[src/rtl/bp_lce_cmd_buffer.sv]
// Ingress command buffer between the coherence network and an LCE command input.
// Strict FIFO of {header, data}; ready_and on the network side, valid->yumi toward the LCE.
module bp_lce_cmd_buffer #(
  parameter int unsigned lce_cmd_header_width_lp = 32,
  parameter int unsigned cce_block_width_p       = 64,
  parameter int unsigned els_p                   = 2,
  localparam int unsigned lg_els_lp              = (els_p > 1) ? $clog2(els_p) : 1
) (
  input  logic                               clk_i,
  input  logic                               reset_i,
  input  logic [lce_cmd_header_width_lp-1:0] lce_cmd_header_i,
  input  logic [cce_block_width_p-1:0]       lce_cmd_data_i,
  input  logic                               lce_cmd_v_i,
  output logic                               lce_cmd_ready_and_o,
  output logic [lce_cmd_header_width_lp-1:0] lce_cmd_header_o,
  output logic [cce_block_width_p-1:0]       lce_cmd_data_o,
  output logic                               lce_cmd_v_o,
  input  logic                               lce_cmd_yumi_i,
  output logic [lg_els_lp:0]                 count_o,
  output logic                               empty_o
);

  if (els_p < 2 || (els_p & (els_p - 1)) != 0) begin : g_bad_els
    $fatal(1, "bp_lce_cmd_buffer: els_p must be a power of two >= 2");
  end

  logic [lce_cmd_header_width_lp-1:0] hdr_mem_q  [els_p];
  logic [cce_block_width_p-1:0]       data_mem_q [els_p];

  logic [lg_els_lp-1:0] rptr_q, rptr_d;
  logic [lg_els_lp-1:0] wptr_q, wptr_d;
  logic [lg_els_lp:0]   count_q, count_d;

  logic full, empty, enq, deq;

  // Occupancy decides full/empty; pointers alone are ambiguous when they match.
  assign full  = (count_q == (lg_els_lp + 1)'(els_p));
  assign empty = (count_q == '0);

  assign lce_cmd_ready_and_o = ~reset_i & ~full;
  assign lce_cmd_v_o         = ~empty;
  assign count_o             = count_q;
  assign empty_o             = empty;

  assign enq = lce_cmd_v_i & lce_cmd_ready_and_o;
  assign deq = lce_cmd_yumi_i;

  always_comb begin
    rptr_d  = rptr_q;
    wptr_d  = wptr_q;
    count_d = count_q;
    if (enq) wptr_d = wptr_q + 1'b1;
    if (deq) rptr_d = rptr_q + 1'b1;
    if (enq & ~deq)      count_d = count_q + 1'b1;
    else if (~enq & deq) count_d = count_q - 1'b1;
  end

  always_ff @(posedge clk_i) begin
    if (reset_i) begin
      rptr_q  <= '0;
      wptr_q  <= '0;
      count_q <= '0;
    end else begin
      rptr_q  <= rptr_d;
      wptr_q  <= wptr_d;
      count_q <= count_d;
    end
  end

  // Payload storage is intentionally not reset.
  always_ff @(posedge clk_i) begin
    if (enq) begin
      hdr_mem_q[wptr_q]  <= lce_cmd_header_i;
      data_mem_q[wptr_q] <= lce_cmd_data_i;
    end
  end

  assign lce_cmd_header_o = hdr_mem_q[rptr_q];
  assign lce_cmd_data_o   = data_mem_q[rptr_q];

  yumi_only_when_valid: assert property (
    @(posedge clk_i) disable iff (reset_i) lce_cmd_yumi_i |-> lce_cmd_v_o
  ) else $error("bp_lce_cmd_buffer: yumi asserted with no valid head entry");

endmodule
[config.mk]
export PLATFORM = sky130hd
export DESIGN_NAME = bp_lce_cmd_buffer
export DESIGN_NICKNAME = d
export VERILOG_FILES = /design/src/rtl/bp_lce_cmd_buffer.sv
export SDC_FILE = /design/constraint.sdc
export NUM_CORES = 1
export LEC_CHECK = 0
export BUFFER_PORTS_ARGS = -buffer_cell sky130_fd_sc_hd__buf_4
export CAP_MARGIN = 30
export CORE_MARGIN = 2
export CORE_UTILIZATION = 50
export CTS_CLUSTER_SIZE = 24
export DETAILED_ROUTE_END_ITERATION = 10
export MAX_ROUTING_LAYER = met4
export PLACE_DENSITY = 0.77
export RECOVER_POWER = 100
export SYNTH_ARGS = -nofsm -noshare
export SYNTH_HDL_FRONTEND = slang
export SYNTH_SLANG_ARGS = --single-unit
[constraint.sdc]
create_clock -name clk_i -period 14.65 [get_ports clk_i]
set_input_delay 1.465 -clock clk_i [delete_from_list [all_inputs] [get_ports clk_i]]
set_output_delay 1.465 -clock clk_i [all_outputs]
set_load 0.01 [all_outputs]
# Word-level counts from Yosys, hierarchy flattened
# Memory sizes are Yosys's and may differ from the RTL's. A register that Yosys moved wholly into a read port is not among the register bits.
# Index checks and enable logic that the tools add are counted.
[word_totals]
ramBits = 192
latchBits = 0
inputBits = 100
output_inout_bits = 101
rom_bits = 0
memories = 2
elab_cells = 29
regBits = 4
[classes]
n_eq_ne = 1
add_sub_neg = 4
bitwise = 9
div = 0
order_cmp = 0
multipliers = 0
muxes = 8
n_reduce_logical = 2
shift = 0
[mem_list]
columns = ["memory", "depth", "width", "rd", "rd_clocked_by_memory_dff", "wr", "line", "rtl"]
rows = [
  ["data_mem_q", 2, 64, 1, 1, 1, "28", "logic [cce_block_width_p-1:0] data_mem_q [els_p];"],
  ["hdr_mem_q", 2, 32, 1, 1, 1, "27", "logic [lce_cmd_header_width_lp-1:0] hdr_mem_q [els_p];"],
]
[op_table]
columns = ["op", "count"]
rows = [
  ["$mux W1", 6],
  ["$not A1 Y1", 5],
  ["$and A1 B1 Y1", 4],
  ["$mux W2", 2],
  ["$add A1 B1 Y1 const B", 2],
  ["$add A2 B1 Y2 const B", 1],
  ["$eq A2 B2 Y1 const B", 1],
  ["$logic_not A2 Y1", 1],
  ["$reduce_bool A2 Y1", 1],
  ["$sub A2 B1 Y2 const B", 1],
]

# Longest topological paths before layout
[depth]
ltp_word = 8
mapped_depth = 6
depth_no_buf = 6

# Least setup slack after synthesis
# No wires, ideal clock.
[synth_path]
path_type = "input to register"
startpoint = "input reset_i"
endpoint = "memory data_mem_q[0][0], enable pin"
t_arrival_ns = 10.811
n_path_buf = 1
setup_ns = 0.786
setup_slack_ns = 3.053
t_required_ns = 13.864
stages = 2
cell_sequence = "clkbuf_1 nor4_1"
[synth_via]
elab_chain_cells = 5
[synth_rtl]
columns = ["item", "line", "rtl"]
rows = [
  ["start, declared", "10", "input logic reset_i,"],
  ["$not A1 Y1", "40", "assign lce_cmd_ready_and_o = ~reset_i & ~full;"],
  ["$and A1 B1 Y1", "40", ""],
  ["$and A1 B1 Y1", "45", "assign enq = lce_cmd_v_i & lce_cmd_ready_and_o;"],
  ["$mux W1", "72", "if (enq) begin"],
  ["$mux W1 (not written as such)", "74", "data_mem_q[wptr_q] <= lce_cmd_data_i;"],
  ["end, declared", "28", ""],
]
# Every way passes these cells.

==> results.json <==
{
  "first_global_vias": 3802,
  "hp-start": "rptr_q",
  "r2r-start": "count_o[0]",
  "coreArea_mm2": 0.0145,
  "outcome": "finished with violations",
  "synth_flop_cell": "edfxtp_1",
  "drt_pass1_iterations": 4,
  "cts_resized": 0,
  "num_rows": 44,
  "path_depth": 3,
  "viasPerCell": 5.03,
  "grt_max_degree": 62,
  "synth_mux_area_frac": 0.167,
  "pre_cts_ws_ps": 11030,
  "wire_per_inst_um": 17.8,
  "regToRegEndpoint": "hdr_mem_q[1][28]",
  "crit_fanout": 57,
  "place.gp.congestion": 0.741,
  "cts-buffers-inserted": 17,
  "synthXorXnorAreaFrac": 0.00357,
  "drive_gt1_frac": 0.350,
  "dpl_cell_area_mm2": 0.00900,
  "setup_ws_ps": 8280,
  "cp_top_family": "buffers and inverters",
  "layout_common_cells": "192 x edfxtp_1, 97 x clkbuf_1, 66 x clkbuf_4",
  "cts_tree": "done",
  "regArea_mm2": 0.00587,
  "synthCells": 327,
  "dp_hpwl_mm": 8.85,
  "dieArea_mm2": 0.0157,
  "synth-compound-area-share": 0.00272,
  "grt_remaining_overflow": 0,
  "synth_edf_count": 192,
  "peakVddDrop_uv": 90.3,
  "die_x_um": 125,
  "final-max-slew-violation-count": 297,
  "rrSetupSlack_ps": 9090,
  "grt_antenna_before_repair": 0,
  "critPathMaxStageDelay_ps": 2270,
  "fin_area_mm2": 0.00905,
  "yosysWarningCount": 0,
  "clk_latency_ps": 420,
  "slew_headroom": -1.29,
  "synth_top_area_share": 0.783,
  "powerDensity_mw_per_mm2": 136,
  "antenna_left": 0,
  "syn2layout_area_growth_pct": 23.0,
  "fp.dieH_um": 125,
  "multi_input_area_mm2": 0.00120,
  "crit_arrival_ps": 4910,
  "drc": 0,
  "crit_chain": "clkbuf_1 > mux2_2 > clkbuf_1",
  "clockBufferDepth": 2,
  "clockRootBuffer": "clkbuf_16",
  "drv_cap": 6,
  "ctsHtreeMaxLevel": 4,
  "synthArstFlopShare": 0,
  "grt.total_usage": 0.171,
  "crit_required_ps": 13190,
  "final_common_cell": "edfxtp_1",
  "grt_pass1_wl_mm": 19.6,
  "fmax_mhz": 157,
  "hold_path.class": "flip-flop to flip-flop",
  "crit_type": "flip-flop to primary output",
  "insertedDiodeCount": 0,
  "avgSynthCellArea_um2": 22.5,
  "synth_top_family_by_area": "multiplexers",
  "ctsHoldBuffers": 0,
  "cts_setup_buffers": 0,
  "totalWireLength_mm": 13.1,
  "clock-sinks": 197,
  "worst_path_max_delay_cell": "clkbuf_1",
  "synthDistinctLibCells": 22,
  "ys_seq_area_frac": 0.797,
  "crit_top_cell": "clkbuf_1",
  "cellLeakagePower_nw": 3.13,
  "fin_crit_ps": 6370,
  "finalNetCount": 639,
  "critPathBufInv": 2,
  "synthSimpleGateAreaFrac": 0.00782,
  "synth_largest_area_cell": "edfxtp_1",
  "r2r_cells": 4,
  "first_iter_violations": 218,
  "yosys-top-cells-area": "edfxtp_1 78%, mux2_2 8.6%, mux2_4 8.2%",
  "final-setup-viol-count": 0,
  "start_kind": "flip-flop",
  "worstMarginPinSlew_ps": 3430,
  "port_buffers": 200,
  "synthAdderAreaFrac": 0.00170,
  "rsz0062_at_grt": "false",
  "ios": 201,
  "violations": "capacitance limit, slew limit",
  "finClkSkew_ps": 9.25,
  "fillers": 1128,
  "synth.net_count": 428,
  "vias": 3696,
  "hold_viol": 0,
  "start_util": 0.508,
  "crit_end": "lce_cmd_header_o[8]",
  "ys_ff_latch": 197,
  "syn_area_mm2": 0.00736,
  "cts.clk_slew.worst_paths_ps": 60,
  "tns_ps": 0,
  "period_share": 0.435,
  "crit_path_end_kind": "primary output"
}
[where the power goes]
part	switching [mW]	leakage [nW]	internal [mW]	total, mW
Combinational	0.0657	1.06	0.0616	0.127
Clock	0.191	0.270	0.251	0.441
Sequential	0.0115	1.80	0.653	0.664
[final cells by class]
class                           instances  area share
Clock buffer                           19      0.0478
Inverter                                3     0.00124
Tap cell                              184      0.0254
Sequential cell                       197       0.648
Clock inverter                         13      0.0145
Timing Repair Buffer                  204       0.130
Multi-Input combinational cell        115       0.133
[cells in the mapped netlist, types with 2 or more instances]
library cell / count
nor2_1: 4
inv_1: 3
mux2_2: 56
buf_2: 5
edfxtp_1: 192
o21ai_0: 2
buf_12: 4
or3_1: 2
dfxtp_1: 5
mux2_4: 40
xor2_1: 2
a21oi_1: 2
[per-stage QoR]
| stage | instances | hold WS [ps] | util | power, mW |
|---|---|---|---|---|
| after global routing | 735 | 548 | 0.625 | 1.28 |
| final | 735 | 533 | 0.625 | 1.23 |
| after detailed placement | 703 | 517 | 0.622 | 0.834 |
| after global placement | 703 | 496 | 0.622 | 0.829 |
| after CTS | 735 | 541 | 0.660 | 1.27 |
| after floorplan | 327 | 467 | - | 0.762 |
[layer usage]
layer | part of all wire | routed length [µm] | track usage | vias to the layer above
met5 | 0 | 0 | - | -
met1 | 0.44 | 5720 | 0.215 | 1813
met3 | 0.063 | 821 | 0.0492 | 21
met4 | 0.021 | 272 | 0.0667 | 0
met2 | 0.48 | 6280 | 0.264 | 149
li1 | - | - | - | 1713
[worst min-delay path by stage]
stage / cells after the start / slack [ps] / end
3_5_place_dp: 2 / 520 / flip-flop
3_3_place_gp: 2 / 500 / rptr_q
2_1_floorplan: 2 / 470 / wptr_q
6_report: 2 / 530 / flip-flop
4_1_cts: 2 / 540 / count_o[1]
5_1_grt: 2 / 550 / wptr_q
[worst register-to-register path: stages, from the launching register on]
cell and delay, ps:
dfxtp_1 430, nor2b_1 130, nor3_1 210, and2_0 1760
clkbuf_1 2540
[flip-flops by register name, indices dropped and copies added, names as in the netlist, named ones only]
register	flops
rptr_q	1
data_mem_q	128
hdr_mem_q	64
count_o	2
wptr_q	1
[cells by family after synthesis]
| kind of cell | after synthesis |
|---|---|
| buf+inv | 15 |
| xor+xnor | 3 |
| flops | 197 |
| simple gates | 11 |
| mux | 96 |
| fa+ha+maj | 1 |
| compound gates | 4 |
Power figures use the tool's default switching activity.
